==> src/rtl/bank_mapper_if.sv <==
// bank_mapper_if: Z80 bus and decoder outputs between CPU side (master) and bank_mapper (slave)
// Ports: mreq_n/ioreq_n/rfsh_n/wr_n/addr_i/data_i come from the CPU; data_o, phys_addr_o,
// rom_cs/ram_cs/uart_cs/kbd_cs/periph_cs/mapper_cs and wait_n come from the decoder.
interface bank_mapper_if #(
  parameter int PHYS_AW    = 19,
  parameter int NUM_PERIPH = 4
);
  logic                  mreq_n;
  logic                  ioreq_n;
  logic                  rfsh_n;
  logic                  wr_n;
  logic [15:0]           addr_i;
  logic [7:0]            data_i;
  logic [7:0]            data_o;
  logic [PHYS_AW-1:0]    phys_addr_o;
  logic                  rom_cs;
  logic                  ram_cs;
  logic                  uart_cs;
  logic                  kbd_cs;
  logic [NUM_PERIPH-1:0] periph_cs;
  logic                  mapper_cs;
  logic                  wait_n;
  modport master (
    output mreq_n, ioreq_n, rfsh_n, wr_n, addr_i, data_i,
    input  data_o, phys_addr_o, rom_cs, ram_cs, uart_cs, kbd_cs, periph_cs, mapper_cs, wait_n
  );
  modport slave (
    input  mreq_n, ioreq_n, rfsh_n, wr_n, addr_i, data_i,
    output data_o, phys_addr_o, rom_cs, ram_cs, uart_cs, kbd_cs, periph_cs, mapper_cs, wait_n
  );
endinterface

==> src/rtl/bank_mapper.sv <==
// bank_mapper: nanoz80 paged memory mapper, ROM overlay, I/O decode and per-region wait states
// Ports: clk_i clock, rst_n_i async active-low reset, bus (bank_mapper_if.slave) carrying the
// Z80 requests/address/data in and the chip selects, physical address, read data and WAIT out.
module bank_mapper #(
  parameter int NUM_PAGES     = 4,
  parameter int PHYS_AW       = 19,
  parameter int ROM_SIZE_LOG2 = 13,
  parameter int NUM_PERIPH    = 4,
  parameter int ROM_WAIT      = 1,
  parameter int RAM_WAIT      = 0,
  parameter int IO_WAIT       = 1
) (
  input logic          clk_i,
  input logic          rst_n_i,
  bank_mapper_if.slave bus
);
  localparam int PB = NUM_PAGES == 4 ? 2 : NUM_PAGES == 2 ? 1 : 0;
  typedef enum logic [1:0] {IDLE, COUNT, HOLD} state_e;
  state_e     state_q, state_d;
  logic [7:0] page_q [4];
  logic [7:0] page_d [4];
  logic [7:0] io_bank_q, io_bank_d;
  logic       rom_dis_q, rom_dis_d, lock_q, lock_d, req_q, req_d;
  logic [2:0] cnt_q, cnt_d, ws;
  logic [7:0] port, pg;
  logic [1:0] pidx;
  logic       mem, io, req, start, we, ctrl_we;
  always_comb begin
    port = bus.addr_i[7:0];
    mem = !bus.mreq_n && bus.rfsh_n;
    io = !bus.ioreq_n && bus.rfsh_n;
    req = mem || io;
    start = req && !req_q;
    we = io && !bus.wr_n;
    ctrl_we = we && !lock_q && port == 8'h7E;
    // with PB = 0 the shift clears the index, so page_reg[0] serves the whole space
    pidx = 2'(bus.addr_i >> (16 - PB));
    pg = page_q[pidx];
    bus.rom_cs = mem && !rom_dis_q && (32'(bus.addr_i) >> ROM_SIZE_LOG2) == 0;
    bus.ram_cs = mem && !bus.rom_cs;
    bus.uart_cs = io && port[7:2] == 6'b011100;
    bus.kbd_cs = io && port[7:1] == 7'b0111010;
    bus.mapper_cs = io && port >= 8'h76 && port[7:4] == 4'h7;
    bus.periph_cs = (io && port[7:4] != 4'h7 && 32'(io_bank_q) < NUM_PERIPH) ? NUM_PERIPH'(1) << io_bank_q : '0;
    // page bits above the window shift out of PHYS_AW, which is the required truncation
    bus.phys_addr_o = (PHYS_AW'(pg) << (16 - PB)) | PHYS_AW'(bus.addr_i & (16'hFFFF >> PB));
    bus.data_o = (!bus.ioreq_n && port[7:3] == 5'b01111) ?
                 (port == 8'h7E ? {lock_q, 6'b0, rom_dis_q} :
                  port == 8'h7F ? io_bank_q :
                  32'(port[2:0]) < NUM_PAGES ? page_q[port[1:0]] : 8'h00) : 8'h00;
    for (int i = 0; i < 4; i++)
      page_d[i] = (we && !lock_q && i < NUM_PAGES && port == 8'(8'h78 + i)) ? bus.data_i : page_q[i];
    rom_dis_d = ctrl_we ? bus.data_i[0] : rom_dis_q;
    lock_d = ctrl_we ? bus.data_i[7] : lock_q;
    io_bank_d = (we && port == 8'h7F) ? bus.data_i : io_bank_q;
    ws = mem ? (bus.rom_cs ? 3'(ROM_WAIT) : 3'(RAM_WAIT)) : 3'(IO_WAIT);
    req_d = req;
    state_d = state_q == IDLE  ? (start ? (ws != 3'd0 ? COUNT : HOLD) : IDLE) :
              state_q == COUNT ? (!req ? IDLE : cnt_q == 3'd0 ? HOLD : COUNT) :
              (req ? HOLD : IDLE);
    cnt_d = state_q == IDLE ? ws - 3'd1 : cnt_q - 3'd1;
    // start cycle supplies the first low cycle, so COUNT stays low only while cnt is non-zero
    bus.wait_n = !(rst_n_i && ((state_q == IDLE && start && ws != 3'd0) ||
                               (state_q == COUNT && req && cnt_q != 3'd0)));
  end
  always_ff @(posedge clk_i or negedge rst_n_i) begin
    if (!rst_n_i) begin
      for (int i = 0; i < 4; i++) page_q[i] <= 8'(i);
      io_bank_q <= 8'h00;
      rom_dis_q <= 1'b0;
      lock_q <= 1'b0;
      req_q <= 1'b0;
      cnt_q <= 3'd0;
      state_q <= IDLE;
    end else begin
      page_q <= page_d;
      io_bank_q <= io_bank_d;
      rom_dis_q <= rom_dis_d;
      lock_q <= lock_d;
      req_q <= req_d;
      cnt_q <= cnt_d;
      state_q <= state_d;
    end
  end
endmodule

==> src/flat_wrapper.sv <==
// flat-port wrapper written by rule: the top's interface ports become plain ports
module bank_mapper_flat 
#(
  parameter int NUM_PAGES     = 4,
  parameter int PHYS_AW       = 19,
  parameter int ROM_SIZE_LOG2 = 13,
  parameter int NUM_PERIPH    = 4,
  parameter int ROM_WAIT      = 1,
  parameter int RAM_WAIT      = 0,
  parameter int IO_WAIT       = 1
)
  (clk_i, rst_n_i, bus_mreq_n, bus_ioreq_n, bus_rfsh_n, bus_wr_n, bus_addr_i, bus_data_i, bus_data_o, bus_phys_addr_o, bus_rom_cs, bus_ram_cs, bus_uart_cs, bus_kbd_cs, bus_periph_cs, bus_mapper_cs, bus_wait_n);
  bank_mapper_if #(.PHYS_AW(PHYS_AW), .NUM_PERIPH(NUM_PERIPH)) bus_i ();
  input logic clk_i;
  input logic rst_n_i;
  input wire logic [$bits(bus_i.mreq_n)-1:0] bus_mreq_n;
  input wire logic [$bits(bus_i.ioreq_n)-1:0] bus_ioreq_n;
  input wire logic [$bits(bus_i.rfsh_n)-1:0] bus_rfsh_n;
  input wire logic [$bits(bus_i.wr_n)-1:0] bus_wr_n;
  input wire logic [$bits(bus_i.addr_i)-1:0] bus_addr_i;
  input wire logic [$bits(bus_i.data_i)-1:0] bus_data_i;
  output wire logic [$bits(bus_i.data_o)-1:0] bus_data_o;
  output wire logic [$bits(bus_i.phys_addr_o)-1:0] bus_phys_addr_o;
  output wire logic [$bits(bus_i.rom_cs)-1:0] bus_rom_cs;
  output wire logic [$bits(bus_i.ram_cs)-1:0] bus_ram_cs;
  output wire logic [$bits(bus_i.uart_cs)-1:0] bus_uart_cs;
  output wire logic [$bits(bus_i.kbd_cs)-1:0] bus_kbd_cs;
  output wire logic [$bits(bus_i.periph_cs)-1:0] bus_periph_cs;
  output wire logic [$bits(bus_i.mapper_cs)-1:0] bus_mapper_cs;
  output wire logic [$bits(bus_i.wait_n)-1:0] bus_wait_n;
  assign bus_i.mreq_n = bus_mreq_n;
  assign bus_i.ioreq_n = bus_ioreq_n;
  assign bus_i.rfsh_n = bus_rfsh_n;
  assign bus_i.wr_n = bus_wr_n;
  assign bus_i.addr_i = bus_addr_i;
  assign bus_i.data_i = bus_data_i;
  assign bus_data_o = bus_i.data_o;
  assign bus_phys_addr_o = bus_i.phys_addr_o;
  assign bus_rom_cs = bus_i.rom_cs;
  assign bus_ram_cs = bus_i.ram_cs;
  assign bus_uart_cs = bus_i.uart_cs;
  assign bus_kbd_cs = bus_i.kbd_cs;
  assign bus_periph_cs = bus_i.periph_cs;
  assign bus_mapper_cs = bus_i.mapper_cs;
  assign bus_wait_n = bus_i.wait_n;
  bank_mapper #(.NUM_PAGES(NUM_PAGES), .PHYS_AW(PHYS_AW), .ROM_SIZE_LOG2(ROM_SIZE_LOG2), .NUM_PERIPH(NUM_PERIPH), .ROM_WAIT(ROM_WAIT), .RAM_WAIT(RAM_WAIT), .IO_WAIT(IO_WAIT)) u_core (.clk_i(clk_i), .rst_n_i(rst_n_i), .bus(bus_i));
endmodule
==> config.mk <==
export PLATFORM = sky130hd
export DESIGN_NAME = bank_mapper_flat
export DESIGN_NICKNAME = d
export VERILOG_FILES = /design/src/rtl/bank_mapper_if.sv /design/src/rtl/bank_mapper.sv /design/src/flat_wrapper.sv
export SDC_FILE = /design/constraint.sdc
export NUM_CORES = 1
export LEC_CHECK = 0
export ABC_AREA = 1
export BUFFER_PORTS_ARGS = -buffer_cell sky130_fd_sc_hd__buf_4
export CORE_UTILIZATION = 44
export DETAILED_ROUTE_END_ITERATION = 8
export PLACE_DENSITY = 0.64
export SYNTH_ARGS = -nofsm -noshare
export SYNTH_HDL_FRONTEND = slang
export SYNTH_SLANG_ARGS = --single-unit
==> constraint.sdc <==
create_clock -name clk_i -period 2.35 [get_ports clk_i]
set_input_delay 0 -clock clk_i [delete_from_list [all_inputs] [get_ports clk_i]]
set_output_delay 0 -clock clk_i [all_outputs]
set_load 0.005 [all_outputs]
# Word level (Yosys, flattened, before mapping)

Cells that the tools add are included.
Widths: inputs -> output; s select.

$lt $le $gt $ge: 5
Add/subtract/negate cells: 2
Shift operators: 1
Multiplexer cells: 21
Reductions and logical operators: 41
Eq/ne operators: 12
Bitwise logic cells: 3

Operators by type and width:

| kind                | count |
|---|---|
| $eq 8x7->1 const B  | 6 |
| $mux 8              | 6 |
| $bmux 8 s2          | 2 |
| $logic_not 32->1    | 1 |
| $logic_and 1x1->1   | 26 |
| $or 19x14->19       | 1 |
| $mux 2              | 7 |
| $mux 5              | 2 |
| $ge 8x7->1 const B  | 1 |
| $logic_not 1->1     | 8 |
| $lt 8x3->1 const B  | 1 |
| $shl 1x8->4 const A | 1 |
| $eq 7x6->1 const B  | 1 |
| $eq 6x5->1 const B  | 1 |
| $ge 3x3->1 const B  | 2 |
| $mux 3              | 2 |
| $not 2->3           | 2 |
| $reduce_bool 3->1   | 2 |
| $sub 3x1->3 const B | 2 |
| $eq 5x4->1 const B  | 1 |
| $eq 4x3->1 const B  | 1 |
| $mux 4              | 1 |
| $ne 4x3->1 const B  | 1 |
| $logic_not 3->1     | 1 |
| 5 further kinds     | 6 |

Input port bits: 30
Logic and storage cells: 95
Flip-flop bits (word level): 48
Output and inout port bits: 37

# Logic depth before layout (Yosys ltp)

Depth after elaboration: 11
Mapped depth: 8
Gate-level depth less buffers: 7

# Worst setup path before layout

No wires, ideal clock.

Path type: register to register
Start: register u_core.state_q[1]
End: register u_core.cnt_q[2]
Cell stages (with the launch flop): 7
Clock period less this slack: 1.353 ns
Required time: 2.228 ns
Library setup time: 0.122 ns
Arrival time: 1.231 ns
Slack: 0.997 ns
Path buffers: 1
Cells stage by stage: dfrtp_1 or2_2 buf_2 nand2_1 o21ai_0 ha_1 xnor2_1

Word-level cells in the longest chain between the ends: 2

RTL lines:

| what                      | RTL line          | RTL |
|---|---|---|
| from (decl)               | bank_mapper.sv:19 | `state_e state_q, state_d;` |
| from (signal assigned)    | bank_mapper.sv:82 | `state_q <= state_d;` |
| $logic_not 2->1           | bank_mapper.sv:61 | `cnt_d = state_q == IDLE ? ws - 3'd1 : cnt_q - 3'd1;` |
| $mux 3                    | bank_mapper.sv:61 |  |
| named net u_core.cnt_d[2] | bank_mapper.sv:24 | `logic [2:0] cnt_q, cnt_d, ws;` |
| to (signal assigned)      | bank_mapper.sv:81 | `cnt_q <= cnt_d;` |
| to (decl)                 | bank_mapper.sv:24 |  |

The timed path passes the listed nets, and every way through them passes these cells.
A chain may end at the register's enable or synchronous reset.

# Worst setup path after layout

Start: input bus_ioreq_n
End: register u_core.page_q[16] in the netlist's numbering

Word-level cells in the longest chain between the ends: 5

RTL lines:

| what                           | RTL line           | RTL |
|---|---|---|
| from (decl)                    | flat_wrapper.sv:17 | `input wire logic [$bits(bus_i.ioreq_n)-1:0] bus_ioreq_n;` |
| $logic_not 1->1                | bank_mapper.sv:31  | `io = !bus.ioreq_n && bus.rfsh_n;` |
| $logic_and 1x1->1              | bank_mapper.sv:31  |  |
| $logic_and 1x1->1              | bank_mapper.sv:34  | `we = io && !bus.wr_n;` |
| $logic_and 1x1->1 (2 in a row) | bank_mapper.sv:52  | `page_d[i] = (we && !lock_q && i < NUM_PAGES && port == 8'(8'h78 + i)) ? bus.data_i : page_q[i];` |
| to (signal assigned)           | bank_mapper.sv:76  | `page_q <= page_d;` |
| to (decl)                      | bank_mapper.sv:20  | `logic [7:0] page_q [4];` |

Every way passes these cells.

==> impl_metrics.csv <==
group,metric,value,unit
outcome,status,"complete, no violations",
routing,avgViaCountPerCell,5.177,
timing,tightest_slew,0.6522,ns
placement,dp_hpwl,5.494,mm
routing,antenna_left,0,
floorplan,die_area,6833,um^2
placement,dpl_worst_slack,0.7382,ns
synthesis,synth_cells,408,
clocking,cts-resized-gates,0,
routing,wire_per_inst,14.48,um
finish,stdcell_count,538,
synthesis,synth_area_leaders,"dfrtp_1 38%, nand2_1 23%, nand3_1 7.3%, nor2_1 4.7%, o21ai_0 4.5%",
floorplan,io_pins,67,
power_and_ir_drop,switchingPower,0.4699,mW
worst_setup_path,worst_setup_path_end_kind,"register",
timing,slew_violations,0,
worst_setup_path,path_max_fanout,15,
clocking,clock_latency,0.31,ns
clocking,htree_num_levels,2,
timing,rsz0062_at_grt,"false",
worst_setup_path,cp.arrival,1.93,ns
timing,setup_tns,0,ns
power_and_ir_drop,comb_power_share,15.2,%
power_and_ir_drop,p_int,1.351,mW
synthesis,syn_avg_cell_area,7.017,um^2
timing,timing.fmax,587.4,MHz
timing,hold_slack,0.000002269,ns
synthesis,yosysWarnings,0,
floorplan,chipWidth,82.66,um
worst_setup_path,required,2.58,ns
floorplan,die_h,82.66,um
synthesis,async_reset_ff_share,100.0,%
routing,drt-initial-drc-count,133,
synthesis,syn_nets,439,
synthesis,synth_seq_cells,48,
grt,antenna_found_initial,0,
power_and_ir_drop,clockPowerShare,36.3,%
clocking,cts-root-buf,"clkbuf_8",
routing,drt_wl_total,7.790,mm
placement,gp_congestion,0.8180,
power_and_ir_drop,p_leak,1.803,nW
synthesis,yosysUniqueCellTypes,30,
timing,slew_headroom,56.52,%
synthesis,synth_flop_cell,"dfrtp_1",
grt,grt_max_degree,50,
worst_setup_path,cp_common_cell,"buf_4",
timing,setup_viol,0,
power_and_ir_drop,ir_drop,0.0003234,V
grt,track_usage,24.89,%
worst_setup_path,cp_cell_sequence,"dlygate4sd3_1 > buf_4 > inv_1 > nand2_1 > nor3_4 > buf_4 > nand2_2 > o21ai_0",
routing,post-route-drc-count,0,
hold_path,hold_class,"input port to output pin",
grt,grt_first_pass_wirelength,12.34,mm
synthesis,syn-cell-area,2863,um^2
timing,period_needed,1.702,ns
clocking,ctsHoldBuffers,12,
placement,io_buffers,56,
worst_setup_path,cp-start-kind,"input port",
timing,layout_setup_ws,0.6477,ns
run,drv_cap,0,
clocking,clk_pin_slew,0.09,ns
worst_setup_path,timing.critical_path.buf_inv,4,
power_and_ir_drop,power_frac_seq,48.6,%
routing,vias,2785,
clocking,cts_setup_buffers,0,
timing,hold_violations,0,
clocking,cts.sinks,48,
floorplan,core_area,6314,um^2
synthesis,synth.largest_area_cell,"dfrtp_1",
clocking,cts_buffers,5,
power_and_ir_drop,p_per_area,524.1,nW/um^2
synthesis,yosysSeqAreaShare,42.13,%
synthesis,synth_top_area_share,38.46,%
synthesis,synth_edf_count,0,
grt,overflow,0,
clocking,cts_tree,"yes",
finish,area_growth,21.37,%
timing,fin_skew,0.005909,ns
synthesis,yosys-top-cells-count,"174 x nand2_1, 44 x dfrtp_1, 42 x nand3_1",
timing,min_period_over_period,72.44,%
routing,first_pass_iters,4,
synthesis,yosysMostFrequentCell,"nand2_1",
worst_setup_path,critPathSlowestCell,"dlygate4sd3_1",
grt,first_global_vias,2540,
finish,drive_above_1_share,18.44,%
floorplan,initial_core_util,45.34,%
placement,place_inst,518,
worst_setup_path,critPathTopFamily,"buffers and inverters",
power_and_ir_drop,netSwitchingFraction,25.80,%
floorplan,rows,29,
clocking,clockBufferDepth,2,
worst_setup_path,critical_path_class,"input port to register",
worst_setup_path,max_stage_delay,0.53,ns
finish,antenna_cells,0,
finish,nets,491,
finish,nFillCells,633,
==> final timing paths <==
| check | slack, ns | start | end | cells after the start |
|---|---|---|---|---|
| setup reg to reg | 0.78 | u_core.lock_q | u_core.page_q[16] | 4 |
| max in group asynchronous | 1.66 | rst_n_i | u_core.lock_q | 2 |
| min in group asynchronous | 0.24 | rst_n_i | u_core.state_q[1] | 2 |
| hold / removal | 0.000002 | bus_addr_i[12] | bus_phys_addr_o[12] | 0 |
| hold reg to reg | 0.48 | u_core.page_q[5] | u_core.page_q[5] | 2 |
| setup / recovery | 0.65 | bus_ioreq_n | u_core.page_q[16] | 8 |
==> per-stage QoR <==
| stage | util (%) | cell area [um^2] | power, mW |
|---|---|---|---|
| final | 55.03 | 3475 | 1.821 |
| after global routing | 55.03 | 3475 | 1.912 |
| after CTS | 55.03 | 3475 | 1.842 |
| after detailed placement | 51.13 | 3228 | 1.161 |
| after global placement | 51.13 | 3228 | 1.157 |
| after floorplan | - | 2863 | 1.057 |
==> kinds of logic (layout without fill, tap and decap cells) <==
family,after synthesis,count (layout),synth area share [%]
adders and majority gates,1,1,0.4370
xor gates and xnor gates,1,1,0.3060
buffers and inverters,45,98,8.348
AOI/OAI and AO/OA,41,41,7.474
and+or+nand+nor,272,272,41.30
DFF,48,48,42.13
==> power by group through the flow <==
stage,combinational [mW],clock (mW),sequential (mW)
6_report,0.276,0.660,0.885
5_1_grt,0.309,0.711,0.891
3_3_place_gp,0.257,0,0.899
3_5_place_dp,0.260,0,0.901
2_1_floorplan,0.161,0,0.896
4_1_cts,0.278,0.680,0.885
==> cells in the final DEF, fill, tap and decap left out <==
cell           instances
nand2_1              174
buf_4                 57
dfrtp_1               44
nand3_1               42
nor2_1                36
o21ai_0               26
inv_1                 17
dlygate4sd3_1         12
a21oi_1                9
clkbuf_8               7
nor2_4                 6
o22ai_1                5
dfstp_2                4
nor3_1                 3
clkinv_1               2
nand4_1                2
nand2_2                2
nand4_2                1
or2_2                  1
xnor2_1                1
nor4_1                 1
nand3_4                1
clkinv_2               1
inv_2                  1
nor3_4                 1
nand2_4                1
nor2_2                 1
o21bai_1               1
ha_1                   1
bufinv_16              1
==> flip-flops by register name, indices dropped and copies added (netlist names) <==
register          count
u_core.cnt_q          3
u_core.state_q        2
u_core.io_bank_q      8
u_core.page_q        32
u_core.lock_q         1
u_core.req_q          1
u_core.rom_dis_q      1
==> layer usage <==
layer / vias to the layer above / share of wire, % / track usage [%]
met2: 86 / 49 / 41.72
met5: - / 0 / 0
met1: 1294 / 44 / 32.78
met4: 0 / 1.0 / 7.759
met3: 7 / 6.1 / 3.956
li1: 1398 / - / -
==> final cells by class <==
cell class	instances	area, um^2	share of cell area [%]
inverters	21	80.08	2.305
flip-flops and latches	48	1206	34.71
clock inverters	1	30.03	0.8642
repair buffers	69	548.0	15.77
clock buffers	7	96.34	2.773
well taps	77	96.34	2.773
multi-input cells	315	1418	40.80
Note: power is estimated with default switching activity, not from simulation.
